===== src/rtl/hazard_unit.sv =====
// Pipeline hazard controller: stalls, bubbles, squashes and halt drain for a
// five-stage pipeline, plus saturating stall/flush performance counters.
module hazard_unit #(
    parameter int CNT_W = 16
) (
    input  logic             CLK,
    input  logic             nRST,
    input  logic             ihit,
    input  logic             dhit,
    input  logic [4:0]       id_rs,
    input  logic [4:0]       id_rt,
    input  logic             id_usesRt,
    input  logic             ex_dREN,
    input  logic             ex_rfWEN,
    input  logic [4:0]       ex_dest,
    input  logic             mem_dREN,
    input  logic             mem_dWEN,
    input  logic             mem_brTaken,
    input  logic             mem_halt,
    output logic             pc_en,
    output logic             if_id_en,
    output logic             id_ex_en,
    output logic             ex_mem_en,
    output logic             mem_wb_en,
    output logic             if_id_flush,
    output logic             id_ex_flush,
    output logic             ex_mem_flush,
    output logic             dmem_mask,
    output logic             halt,
    output logic [CNT_W-1:0] stall_cnt,
    output logic [CNT_W-1:0] flush_cnt
);

    typedef enum logic [1:0] {
        RUN    = 2'd0,
        DDONE  = 2'd1,
        HALTED = 2'd2
    } state_t;

    state_t             state_r;
    state_t             next_state_s;
    logic               halt_r;
    logic [CNT_W-1:0]   stall_cnt_r;
    logic [CNT_W-1:0]   flush_cnt_r;
    logic               memop_s;
    logic               loaduse_s;
    logic               advance_s;
    logic               stall_inc_s;
    logic               flush_inc_s;

    function automatic logic [CNT_W-1:0] sat_inc(input logic [CNT_W-1:0] v);
        if (v == {CNT_W{1'b1}}) begin
            return v;
        end else begin
            return v + {{(CNT_W-1){1'b0}}, 1'b1};
        end
    endfunction

    // Next-state, advance decision and all pipeline control outputs
    always_comb begin
        memop_s      = mem_dREN | mem_dWEN;
        loaduse_s    = ex_dREN & ex_rfWEN & (ex_dest != 5'd0) &
                       ((ex_dest == id_rs) | (id_usesRt & (ex_dest == id_rt)));
        advance_s    = 1'b0;
        next_state_s = state_r;
        dmem_mask    = 1'b0;
        pc_en        = 1'b0;
        if_id_en     = 1'b0;
        id_ex_en     = 1'b0;
        ex_mem_en    = 1'b0;
        mem_wb_en    = 1'b0;
        if_id_flush  = 1'b0;
        id_ex_flush  = 1'b0;
        ex_mem_flush = 1'b0;
        stall_inc_s  = 1'b0;
        flush_inc_s  = 1'b0;

        case (state_r)
            RUN: begin
                advance_s = ihit & (~memop_s | dhit);
                if (advance_s & mem_halt) begin
                    next_state_s = HALTED;
                end else if (memop_s & dhit & ~ihit) begin
                    next_state_s = DDONE;
                end else begin
                    next_state_s = RUN;
                end
            end
            DDONE: begin
                // The data side already completed; only the fetch is outstanding.
                advance_s = ihit;
                dmem_mask = 1'b1;
                if (ihit) begin
                    next_state_s = mem_halt ? HALTED : RUN;
                end else begin
                    next_state_s = DDONE;
                end
            end
            HALTED: begin
                advance_s    = 1'b0;
                dmem_mask    = 1'b1;
                next_state_s = HALTED;
            end
            default: begin
                advance_s    = 1'b0;
                next_state_s = RUN;
            end
        endcase

        if (state_r == HALTED) begin
            pc_en = 1'b0;
        end else if (!advance_s) begin
            stall_inc_s = 1'b1;
        end else if (mem_brTaken | mem_halt) begin
            // A squash wins over a load-use bubble: the younger instructions die anyway.
            pc_en        = ~mem_halt;
            if_id_en     = 1'b1;
            id_ex_en     = 1'b1;
            ex_mem_en    = 1'b1;
            mem_wb_en    = 1'b1;
            if_id_flush  = 1'b1;
            id_ex_flush  = 1'b1;
            ex_mem_flush = 1'b1;
            flush_inc_s  = mem_brTaken;
        end else if (loaduse_s) begin
            id_ex_en    = 1'b1;
            id_ex_flush = 1'b1;
            ex_mem_en   = 1'b1;
            mem_wb_en   = 1'b1;
            stall_inc_s = 1'b1;
        end else begin
            pc_en     = 1'b1;
            if_id_en  = 1'b1;
            id_ex_en  = 1'b1;
            ex_mem_en = 1'b1;
            mem_wb_en = 1'b1;
        end
    end

    // State, halt flag and saturating performance counters
    always_ff @(posedge CLK or negedge nRST) begin
        if (!nRST) begin
            state_r     <= RUN;
            halt_r      <= 1'b0;
            stall_cnt_r <= {CNT_W{1'b0}};
            flush_cnt_r <= {CNT_W{1'b0}};
        end else begin
            state_r <= next_state_s;
            halt_r  <= (next_state_s == HALTED);
            if (stall_inc_s) begin
                stall_cnt_r <= sat_inc(stall_cnt_r);
            end else begin
                stall_cnt_r <= stall_cnt_r;
            end
            if (flush_inc_s) begin
                flush_cnt_r <= sat_inc(flush_cnt_r);
            end else begin
                flush_cnt_r <= flush_cnt_r;
            end
        end
    end

    assign halt      = halt_r;
    assign stall_cnt = stall_cnt_r;
    assign flush_cnt = flush_cnt_r;

endmodule


===== config.mk =====
export PLATFORM = sky130hd
export DESIGN_NAME = hazard_unit
export DESIGN_NICKNAME = d
export VERILOG_FILES = /design/src/rtl/hazard_unit.sv
export SDC_FILE = /design/constraint.sdc
export NUM_CORES = 1
export LEC_CHECK = 0
export ABC_AREA = 1
export CORE_ASPECT_RATIO = 1.75
export CORE_MARGIN = 2
export CORE_UTILIZATION = 48
export DETAILED_ROUTE_END_ITERATION = 10
export PLACE_DENSITY_LB_ADDON = 0.25
export SLEW_MARGIN = 0
export SYNTH_ARGS = -nofsm -noshare
export SYNTH_HDL_FRONTEND = slang
export SYNTH_SLANG_ARGS = --single-unit

===== constraint.sdc =====
create_clock -name CLK -period 2 [get_ports CLK]
set_input_delay 0.3 -clock CLK [delete_from_list [all_inputs] [get_ports CLK]]
set_output_delay 0.3 -clock CLK [all_outputs]
set_load 0.02 [all_outputs]

==> qor.yml, run 1 <==
status: "complete, no violations"
wire_per_inst_um: 12.6
dpl-instance-area_mm2: 0.00323
critPathKind: "reg -> out"
fillers: 435
drt-pass1-iter-count: 4
drc: 0
final_hold_viol_count: 0
cts_tree: "built"
cp-end-kind: "output pin"
num_vias: 2364
relSlewSlack_pct: 69.7
max_cap_violations: 0
reg2reg_to: "flush_cnt[10]"
core_area_mm2: 0.00493
final_core_util_pct: 69.4
cp_max_fo: 4
clk_path_buf_depth: 2
ff2ff_setup_slack_ns: 0.20
synth-async-reset-ratio_pct: 100
final_design_area_no_fill_mm2: 0.00343
fin_crit_ns: 1.94
tns_ns: 0
die_w_um: 57.7
port_buffers: 67
syn_to_final_growth_pct: 41.2
dieHeight_um: 98.0
clock_sinks: 35
setup_violations: 0
synth_edf_count: 0
grt_overflow: 0
place_hpwl_mm: 4.56
crit_path_start_kind: "flop"
required_ns: 1.70
synth.distinct_cells: 30
grt_pass1_vias: 2406
startpoint: "state_r[0]"
fmax_mhz: 515
clkTransAtPathRegs_ns: 0.08
p_per_area_mw_per_mm2: 461
irDropWorstVdd_uv: 598
ys_top_cells_by_count: "110 x nand2_1, 40 x inv_1, 35 x dfrtp_1"
start_util_pct: 49.2
rows: 34
worst_pin_slew_ns: 0.455
ys_ff_latch: 35
yosysMostFrequentCell: "nand2_1"
worstReg2RegStart: "state_r[0]"
cts_buffers: 5
ff2ff_path_depth: 13
synthCells: 331
insertion_delay_ns: 0.29
n_antenna_cell: 0
nets: 445
hold-worst-slack_ns: 0.420
crit_arrival_ns: 1.64
htreeDepth: 2
min_path_type: "in -> async"
min_period_over_period_pct: 97.1
grt_max_degree: 36
yosysSeqAreaShare_pct: 36.1
synth_nets: 363
drtIter0Drc: 37
grt_first_pass_wirelength_mm: 9.96
synth.largest_area_cell: "dfrtp_1"
syn_avg_cell_area_um2: 7.33
syn_area_mm2: 0.00243
vias_per_cell: 5.05
clock-skew-final_ns: 0.00804
power_leakage_nw: 1.70
gp_congestion: 0.830
antenna_found_initial: 0
drive_above_1_share_pct: 17.9
synth_area_leaders: "dfrtp_1 36%, nand2_1 17%, inv_1 6.2%"
power.total_mw: 1.58
ys.flop_type: "dfrtp_1"
io_pins: 68
routed_wl_mm: 5.88
ys_warn_count: 0
slew_viol_final: 0
root_buffer: "clkbuf_8"
synth_top_cell_area_share_pct: 36.1
design.die.area_mm2: 0.00566
final_antenna_net_count: 0
groute.usage.overall_pct: 22.1
rsz0062_at_grt: "yes"
-- state kept, by name (all words and copies together), names as in the netlist --
signal     count
flush_cnt     16
state_r        2
halt           1
stall_cnt     16
-- how the worst max path moves through the flow --
stage / endpoint / slack [ns] / cells after the start
2_1_floorplan: if_id_flush / 0.08 / 9
3_3_place_gp: id_ex_flush / -0.34 / 10
3_5_place_dp: id_ex_flush / -0.39 / 10
4_1_cts: ex_mem_en / 0.01 / 8
5_1_grt: id_ex_flush / -0.05 / 9
6_report: if_id_en / 0.06 / 9
-- layer usage --
layer / GRT usage [%] / vias up / share of wire, %
li1: - / 1193 / -
met1: 20.6 / 1113 / 36
met2: 44.1 / 47 / 58
met3: 3.84 / 11 / 3.8
met4: 9.12 / 0 / 2.5
met5: 0 / - / 0
-- per-stage QoR --
step	setup WS, ns	instances
floorplan	0.0829	331
global placement	-0.345	458
detailed placement	-0.395	458
CTS	0.0131	467
global route	-0.0478	468
finish	0.0573	468
-- logic make-up (layout without fill, tap and decap cells) --
family                     after synthesis  after routing  share of synthesized area (%)
AOI/OAI and AO/OA                        9              9                           2.73
DFF                                     35             35                           36.1
buffers and inverters                   56            139                           10.2
and+or+nand+nor                        201            201                           39.2
xor gates and xnor gates                24             24                           8.66
adders and majority gates                6              6                           3.09
-- cell usage in the layout, fill, tap and decap left out, types with 2 or more instances in the layout --
cell / instances
nand2_1: 109
clkdlybuf4s50_1: 54
inv_1: 37
dfrtp_1: 35
nor2_1: 26
nand4_1: 20
nand3_1: 19
buf_4: 17
xor2_1: 14
xnor2_1: 10
inv_2: 7
nand2_2: 7
buf_6: 7
nor2_4: 5
o21ai_2: 5
clkbuf_8: 5
ha_1: 4
dlygate4sd2_1: 4
nor3_1: 3
nor2_2: 3
a21oi_2: 2
nand3_2: 2
ha_4: 2
bufinv_16: 2
-- critical path, stage by stage, from the launching register on --
cell and delay (ns):
dfrtp_1 0.41, buf_6 0.13, ha_4 0.15, a21oi_2 0.13
nand2_1 0.09, nand2_2 0.10, nor2_4 0.06, nand2_2 0.08
inv_1 0.05, buf_2 0.15
-- report_power, final --
group	internal, mW	switching (mW)
combinational	0.0572	0.0493
sequential	0.707	0
clock	0.498	0.266
-- cell type report --
type / instances / area [um^2] / area share, %
clock buffers: 6 / 72.6 / 2.12
clock inverters: 2 / 60.1 / 1.75
inverters: 46 / 176 / 5.15
multi-input cells: 240 / 1350 / 39.5
flip-flops and latches: 35 / 876 / 25.6
well taps: 54 / 67.6 / 1.97
repair buffers: 85 / 820 / 23.9
-- timing repair --
item | 4_1_cts | 5_1_grt
pin swaps | 0 | 5
hold buffers | 0 | 0
buffers inserted | 1 | 1
endpoints found under the hold margin | 0 | 0
endpoints found under the setup margin | 8 | 9
resized for setup | 34 | 31
Note: power is estimated with default switching activity, not from simulation.
==> run 2: changes to the inputs <==
--- a/config.mk
+++ b/config.mk
@@ -11,6 +11,7 @@
 export CORE_UTILIZATION = 48
 export DETAILED_ROUTE_END_ITERATION = 10
 export PLACE_DENSITY_LB_ADDON = 0.25
+export SETUP_SLACK_MARGIN = 0.15
 export SLEW_MARGIN = 0
 export SYNTH_ARGS = -nofsm -noshare
 export SYNTH_HDL_FRONTEND = slang
==> run 2 against run 1 <==
Sequential share of layout area decreased by 0.27 points. Die area unchanged. Combinational power about the same.
==> qor.yml, run 2 (synthesized netlist as in run 1, its figures left out) <==
status: "complete, no violations"
final_design_area_no_fill_mm2: 0.00347
cts_tree: "built"
num_vias: 2374
required_ns: 1.70
drive_above_1_share_pct: 20.3
crit_path_start_kind: "flop"
setup_ws_ns: 0.108
cp_max_fo: 3
final_common_cell: "nand2_1"
insertion_delay_ns: 0.29
grt_max_degree: 36
worst_pin_slew_ns: 0.464
clk_path_buf_depth: 2
fin_crit_ns: 1.89
nets: 444
grt_pass1_vias: 2309
design.die.area_mm2: 0.00566
final_core_util_pct: 70.3
setup_violations: 0
cts_buffers: 5
port_buffers: 67
routed_wl_mm: 5.87
power.share.clock_pct: 44.2
grt_first_pass_wirelength_mm: 9.75
rsz0062_at_grt: "yes"
final_antenna_net_count: 0
irDropWorstVdd_uv: 380
die_w_um: 57.7
start_util_pct: 49.2
core_area_mm2: 0.00493
finalNonFillerCells: 467
dpl.cell_count: 458
p_per_area_mw_per_mm2: 422
final_hold_viol_count: 0
drtIter0Drc: 79
dpl-instance-area_mm2: 0.00323
p_switching_uw: 330
clock-skew-final_ns: 0.00753
vias_per_cell: 5.08
grt_overflow: 0
rows: 34
crit_arrival_ns: 1.59
switching_share_pct: 22.6
min_period_over_period_pct: 94.6
drc: 0
groute.usage.overall_pct: 21.8
max_cap_violations: 0
wire_per_inst_um: 12.6
fillers: 404
io_pins: 68
drt-pass1-iter-count: 4
critPathKind: "reg -> out"
cp-end-kind: "output pin"
power.total_mw: 1.46
slew_viol_final: 0
clkTransAtPathRegs_ns: 0.08
seq_area_um2: 877
layout_common_cells: "106 x nand2_1, 44 x clkdlybuf4s50_1, 35 x inv_1"
n_antenna_cell: 0
syn_to_final_growth_pct: 42.9
antenna_found_initial: 0
intPower_mw: 1.13
hold_buffers: 0
power_leakage_nw: 1.77
fmax_mhz: 529
ff2ff_setup_slack_ns: 0.21
multi_input_area_mm2: 0.00140
min_path_type: "in -> async"
dieHeight_um: 98.0
combPwrFrac_pct: 7.5
relSlewSlack_pct: 69.1
seqPwrFrac_pct: 48.3
gp_congestion: 0.761
pre_cts_slack_ns: -0.371
htreeDepth: 2
place_hpwl_mm: 4.41
clock_sinks: 35
root_buffer: "clkbuf_8"
run 2: changes by cell type in the layout (fill, tap and decap cells not counted), sizes merged:
cell | before | now
dlygate4sd2 | 4 | 6
clkinv | 1 | 2
dlymetal6s2s | 1 | 9
bufinv | 2 | 1
inv | 45 | 46
clkbuf | 6 | 5
buf | 26 | 25
clkdlybuf4s50 | 54 | 44
run 2: per-layer routing:
layer | track usage, % | share of wire (%) | vias up
met5 | 0 | 0 | -
met4 | 11.3 | 2.5 | 0
met3 | 3.58 | 3.5 | 10
met2 | 40.5 | 56 | 41
met1 | 22.2 | 38 | 1128
li1 | - | - | 1195
run 2: worst paths after layout:
path | end | depth (start not counted) | startpoint
worst max-delay path | ex_mem_flush | 9 | state_r[0]
worst min-delay path | stall_cnt[6] | 2 | nRST
worst max register to register | flush_cnt[11] | 14 | state_r[0]
worst min register to register | stall_cnt[13] | 2 | stall_cnt[13]
max in group asynchronous | state_r[0] | 2 | nRST
min in group CLK | stall_cnt[13] | 2 | stall_cnt[13]
run 2: power groups by stage:
stage / Sequential [mW] / Combinational, mW / Clock, mW
floorplan: 0.721 / 0.0299 / 0
global placement: 0.721 / 0.110 / 0
detailed placement: 0.721 / 0.111 / 0
CTS: 0.707 / 0.109 / 0.665
global route: 0.707 / 0.123 / 0.697
finish: 0.707 / 0.110 / 0.647
run 2: critical path, stage by stage (launching register included):
cell	delay [ns]
dfrtp_2	0.44
inv_2	0.08
ha_4	0.15
nand2_2	0.06
nand2_2	0.07
nand2_2	0.06
nor2_4	0.12
inv_2	0.07
nor2_4	0.12
buf_6	0.13
run 2: timing repair:
| item | in CTS | in global routing |
|---|---|---|
| setup endpoints to repair | 14 | 33 |
| buffers inserted | 0 | 1 |
| pin swaps | 2 | 13 |
| gates resized for setup | 55 | 35 |
run 2: through the flow:
step / setup TNS, ns / hold slack, ns
floorplan: 0 / 0.00441
global placement: -3.09 / 0.504
detailed placement: -4.13 / 0.505
CTS: 0 / 0.446
global route: 0 / 0.487
finish: 0 / 0.434
run 2: final cells by class:
type / instances / share of cell area, %
Clock buffer: 5 / 1.98
Clock inverter: 3 / 1.26
Inverter: 46 / 5.27
Multi-Input combinational cell: 240 / 40.5
Sequential cell: 35 / 25.3
Tap cell: 54 / 1.95
Timing Repair Buffer: 84 / 23.8
==> run 3: changes to the inputs <==
--- a/config.mk
+++ b/config.mk
@@ -9,6 +9,7 @@
 export CORE_ASPECT_RATIO = 1.75
 export CORE_MARGIN = 2
 export CORE_UTILIZATION = 48
+export CTS_CLUSTER_DIAMETER = 50
 export DETAILED_ROUTE_END_ITERATION = 10
 export PLACE_DENSITY_LB_ADDON = 0.25
 export SETUP_SLACK_MARGIN = 0.15
==> results of run 3 <==
Same layout as run 2: the final DEF is identical, and so are final timing and power.
==> variant 1: new RTL, flow settings as in run 1 <==
Change the parameter `CNT_W` from 16 to 32.
--- a/src/rtl/hazard_unit.sv
+++ b/src/rtl/hazard_unit.sv
@@ -1,7 +1,7 @@
 // Pipeline hazard controller: stalls, bubbles, squashes and halt drain for a
 // five-stage pipeline, plus saturating stall/flush performance counters.
 module hazard_unit #(
-    parameter int CNT_W = 16
+    parameter int CNT_W = 32
 ) (
     input  logic             CLK,
     input  logic             nRST,
Ports: changed (resized flush_cnt and stall_cnt); port bits go from 68 to 100. The function was not compared with the original's and may differ.
==> variant 1 against run 1 <==
Die area increased by 88%; register-to-register slack got worse by 0.07 ns; core utilization decreased by 1.5 points; sequential cell count increased by 32; setup slack got worse by 0.015 ns; design area increased by 89%; routed wire length increased to 2.5 times the old value; area after synthesis increased by 94%; maximum frequency decreased by 0.75%; power increased by 100%.
==> variant 1: results (changes against run 1) <==
- The time the final worst path needs with I/O delays and setup is 1.96 ns (was 1.94 ns).
- The endpoint of the most critical setup path is pc_en (was if_id_en).
- The met3 usage was 4.01% (was 3.84%).
- The slew at the pin with the worst max-slew slack is 0.431 ns (was 0.455 ns).
- The number of nets in the layout is 852 (was 445).
- The wire length of the first global-routing pass came to 24.3 mm (was 9.96 mm).
- Result of the run: finished clean (unchanged).
- The number of design-rule violations left by the first detailed-router iteration was 377 (was 37).
- The compound-gate portion of the synthesized area is 3.06% (was 2.73%).
- The CTS root buffer was sky130_fd_sc_hd__clkbuf_16 (was sky130_fd_sc_hd__clkbuf_8).
- The combinational power is 131 uW (was 107 uW).
- The final-layout worst hold slack was 0.483 ns (was 0.420 ns).
- The number of buffers added for setup after CTS is 0 (was 1).
- The global-route met2 utilization is 56.4% (was 44.1%).
- The number of inserted filler cells in the final layout is 855 (was 435).
- The critical register-to-register path startpoint was state_r[1]$_DFF_PN0_ (was state_r[0]$_DFF_PN0_).
- The net count after synthesis is 717 (was 363).
- The via count of the first global-routing pass is 5,170 (was 2,406).
- The fraction of standard cell area that is sequential came to 26.0% (was 25.6%).
- The flop-to-flop setup slack is 0.13 ns (was 0.20 ns).
- The total placed cells including tap cells is 929 (was 458).
- The global-route total usage across every layer is 29.5% (was 22.1%).
- The average instance area after synthesis is 6.87 sq um (was 7.33 sq um).
- The multi-input logic portion of the cell area is 41.1% (was 39.5%).
- The number of sinks driven by the clock tree was 67 (was 35).
- The total sequential power is 1360 uW (was 707 uW).
- The pin count of the biggest net entering global routing is 68 (was 36).
- The power dissipated by switching net loads is 682 uW (was 315 uW).
- The proportion of synthesized chip area in sequential cells was 35.6% (was 36.1%).
- The distinct cell type count after synthesis came to 32 (was 30).
- The count of cells along the worst register-to-register path came to 11 (was 13).
- The clock group total power was 1710 uW (was 764 uW).
- The number of hold buffers added after cts is 1 (was 0).
- The number of detailed-routing iterations run before antenna repair was 5 (was 4).
- The maximum ir drop on the vdd rail is 428 uV (was 598 uV).
- The port buffer count is 99 (was 67).
- The largest stage delay on the critical path is 0.39 ns (was 0.41 ns).
- The routed via count divided by cell count is 5.32 (was 5.05).
-- variant 1: cell types whose count changed in the layout (fill, tap and decap cells not counted), moves of 15 or more --
| cell | change |
|---|---|
| sky130_fd_sc_hd__nor2_1 | +55 |
| sky130_fd_sc_hd__o21ai_1 | +15 |
| sky130_fd_sc_hd__nand2_1 | +149 |
| sky130_fd_sc_hd__buf_4 | +27 |
| sky130_fd_sc_hd__dfrtp_1 | +30 |
| sky130_fd_sc_hd__nand4_1 | +22 |
| sky130_fd_sc_hd__inv_1 | +25 |
| sky130_fd_sc_hd__clkdlybuf4s50_1 | +29 |
-- variant 1: layer usage --
metal / share of wire, % / routed length (microns) / vias to the layer above
met5: 0 / 0 / -
met4: 7.6 / 1130 / 0
met3: 3.7 / 550 / 67
met2: 56 / 8310 / 166
met1: 32 / 4780 / 2360
li1: - / - / 2442
==> variant 2: new RTL, settings of run 1 <==
Without the edit above. Encoding of `state_t`: now one-hot (3 bits for 3 states).
--- a/src/rtl/hazard_unit.sv
+++ b/src/rtl/hazard_unit.sv
@@ -31,10 +31,10 @@
     output logic [CNT_W-1:0] flush_cnt
 );
 
-    typedef enum logic [1:0] {
-        RUN    = 2'd0,
-        DDONE  = 2'd1,
-        HALTED = 2'd2
+    typedef enum logic [2:0] {
+        RUN    = 3'b001,
+        DDONE  = 3'b010,
+        HALTED = 3'b100
     } state_t;
 
     state_t             state_r;
Function: no difference found for any inputs over 10 cycles, from zero or initial values and one cycle with nRST low; not proved beyond that.
==> variant 2 against run 1 <==
Setup slack improved by 0.073 ns; sequential cell count rose by 1; via count grew 0.30%; design area shrank 4.8%; count of clock-buffer cells in the layout shrank 1; area after synthesis about the same; routed wire length decreased by 2.4%.
Power is not compared: it rests on default switching activity, and its combinational part moved more than twofold at a synthesized area within 25%.
==> variant 2: results (changes against run 1) <==
- The final clock skew came to 0.00943 ns (was 0.00804 ns).
- The proportion of synthesized chip area in sequential cells is 37.2% (was 36.1%).
- The endpoint of the most critical setup path was if_id_flush (was if_id_en).
- Top area cells in the synthesized netlist: sky130_fd_sc_hd__dfrtp_1 (36%), sky130_fd_sc_hd__nand2_1 (17%), sky130_fd_sc_hd__inv_1 (7.1%) (was sky130_fd_sc_hd__dfrtp_1 (36%), sky130_fd_sc_hd__nand2_1 (17%), sky130_fd_sc_hd__inv_1 (6.2%)).
- Synth top cells by count: sky130_fd_sc_hd__nand2_1 (111), sky130_fd_sc_hd__inv_1 (46), sky130_fd_sc_hd__dfrtp_1 (35) (was sky130_fd_sc_hd__nand2_1 (110), sky130_fd_sc_hd__inv_1 (40), sky130_fd_sc_hd__dfrtp_1 (35)).
- Result of the run: finished clean (unchanged).
- The fraction of final layout cells sized beyond drive strength 1 is 12.8% (was 17.9%).
- The count of cells along the worst register-to-register path is 9 (was 13).
- The critical register-to-register path startpoint is flush_cnt[1]$_DFFE_PN0P_ (was state_r[0]$_DFF_PN0_).
- The number of design-rule violations left by the first detailed-router iteration is 101 (was 37).
- The flop-to-flop setup slack is 0.18 ns (was 0.20 ns).
- The global-route total usage across every layer came to 22.3% (was 22.1%).
- The timing startpoint of the critical path is state_r[0]$_DFF_PN1_ (was state_r[0]$_DFF_PN0_).
- The average wire per standard cell came to 12.3 microns (was 12.6 microns).
- The smallest setup slack after layout came to 0.130 ns (was 0.0573 ns).
- The final-layout worst hold slack is 0.430 ns (was 0.420 ns).
- The largest stage delay on the critical path is 0.53 ns (was 0.41 ns).
- The number of clock buffers inserted by TritonCTS was 5 (unchanged).
- The net count after synthesis came to 364 (was 363).
- The number of buffers added for setup after CTS came to 0 (was 1).
- The routed via count divided by cell count was 5.08 (was 5.05).
- The terminus of the critical flop-to-flop path is flush_cnt[4]$_DFFE_PN0P_ (was flush_cnt[10]$_DFFE_PN0P_).
- The worst endpoint data arrival time is 1.57 ns (was 1.64 ns).
- The pre-CTS worst setup slack is -0.363 ns (was -0.395 ns).
- The pin count of the biggest net entering global routing came to 37 (was 36).
- The number of nets in the layout is 440 (was 445).
- The CTS root buffer is sky130_fd_sc_hd__clkbuf_8 (unchanged).
- The via count of the first global-routing pass is 2,361 (was 2,406).
- The highest fanout seen on the critical path is 3 (was 4).
- The master of the slowest instance on the critical path was sky130_fd_sc_hd__dfstp_2 (was sky130_fd_sc_hd__dfrtp_1).
- The wire length of the first global-routing pass is 10.2 mm (was 9.96 mm).
- The cell area reported after detailed placement is 3160 sq um (was 3230 sq um).
- The HPWL after detailed placement is 4.38 mm (was 4.56 mm).
- The average instance area after synthesis was 7.22 sq um (was 7.33 sq um).
- The total placed cells including tap cells is 459 (was 458).
- The slew at the pin with the worst max-slew slack is 0.462 ns (was 0.455 ns).
- The number of inserted filler cells in the final layout is 457 (was 435).
- The final weighted congestion of routability-driven global placement is 0.847 (was 0.830).
- The distinct cell type count after synthesis is 32 (was 30).
- The via total after detailed routing is 2,371 (was 2,364).
[variant 2: cell types whose count changed after synthesis, sizes merged, moves of 2 or more]
cell and change:
nand4 -13, nand2 -2, nand3 +13, buf +2, clkbuf -3, ha -4, inv +4, nor2 -7
nor4 -2, nor3 +5, o21ai +5, xor2 +3
[variant 2: power by group through the flow]
stage               registers [uW]  clock network [uW]  logic, uW
floorplan                     1270                   0        757
global placement              1110                   0       1490
detailed placement            1110                   0       1520
CTS                           1100                 663       1490
global route                  1130                 691       1640
finish                        1100                 644       1490
[variant 2: routing by layer]
layer | wire, microns | track usage [%]
met5 | 0 | 0
met4 | 157 | 8.94
met3 | 177 | 3.71
met1 | 2240 | 25.6
met2 | 3160 | 39.6
[variant 2: cell families after synthesis]
family / synth area share (%)
XOR/XNOR: 9.74
buffers and inverters: 11.3
AO/OA/AOI/OAI: 4.07
flip-flops: 37.2
AND/OR/NAND/NOR: 36.7
adder cells (fa/ha/maj): 1.03
[variant 2: timing repair]
action,in CTS,in global routing
endpoints found under the hold margin,0,0
resized for setup,26,17
endpoints found under the setup margin,9,23
hold buffers,0,0
pin swaps,0,0
[variant 2: layout make-up]
class                      count  area share, %
inverter                      49           5.72
clock inverter                 3           1.30
clock buffer                   5           2.11
sequential                    36           27.7
timing repair buffer          78           22.2
multi-input combinational    242           38.9
tap                           54           2.07
[variant 2: through the flow]
stage	setup TNS, ns	utilization, %
finish	0	66.1
detailed placement	-4.12	64.0
global route	-0.00953	66.1
floorplan	0	-
global placement	-3.47	64.0
CTS	-0.0272	65.8
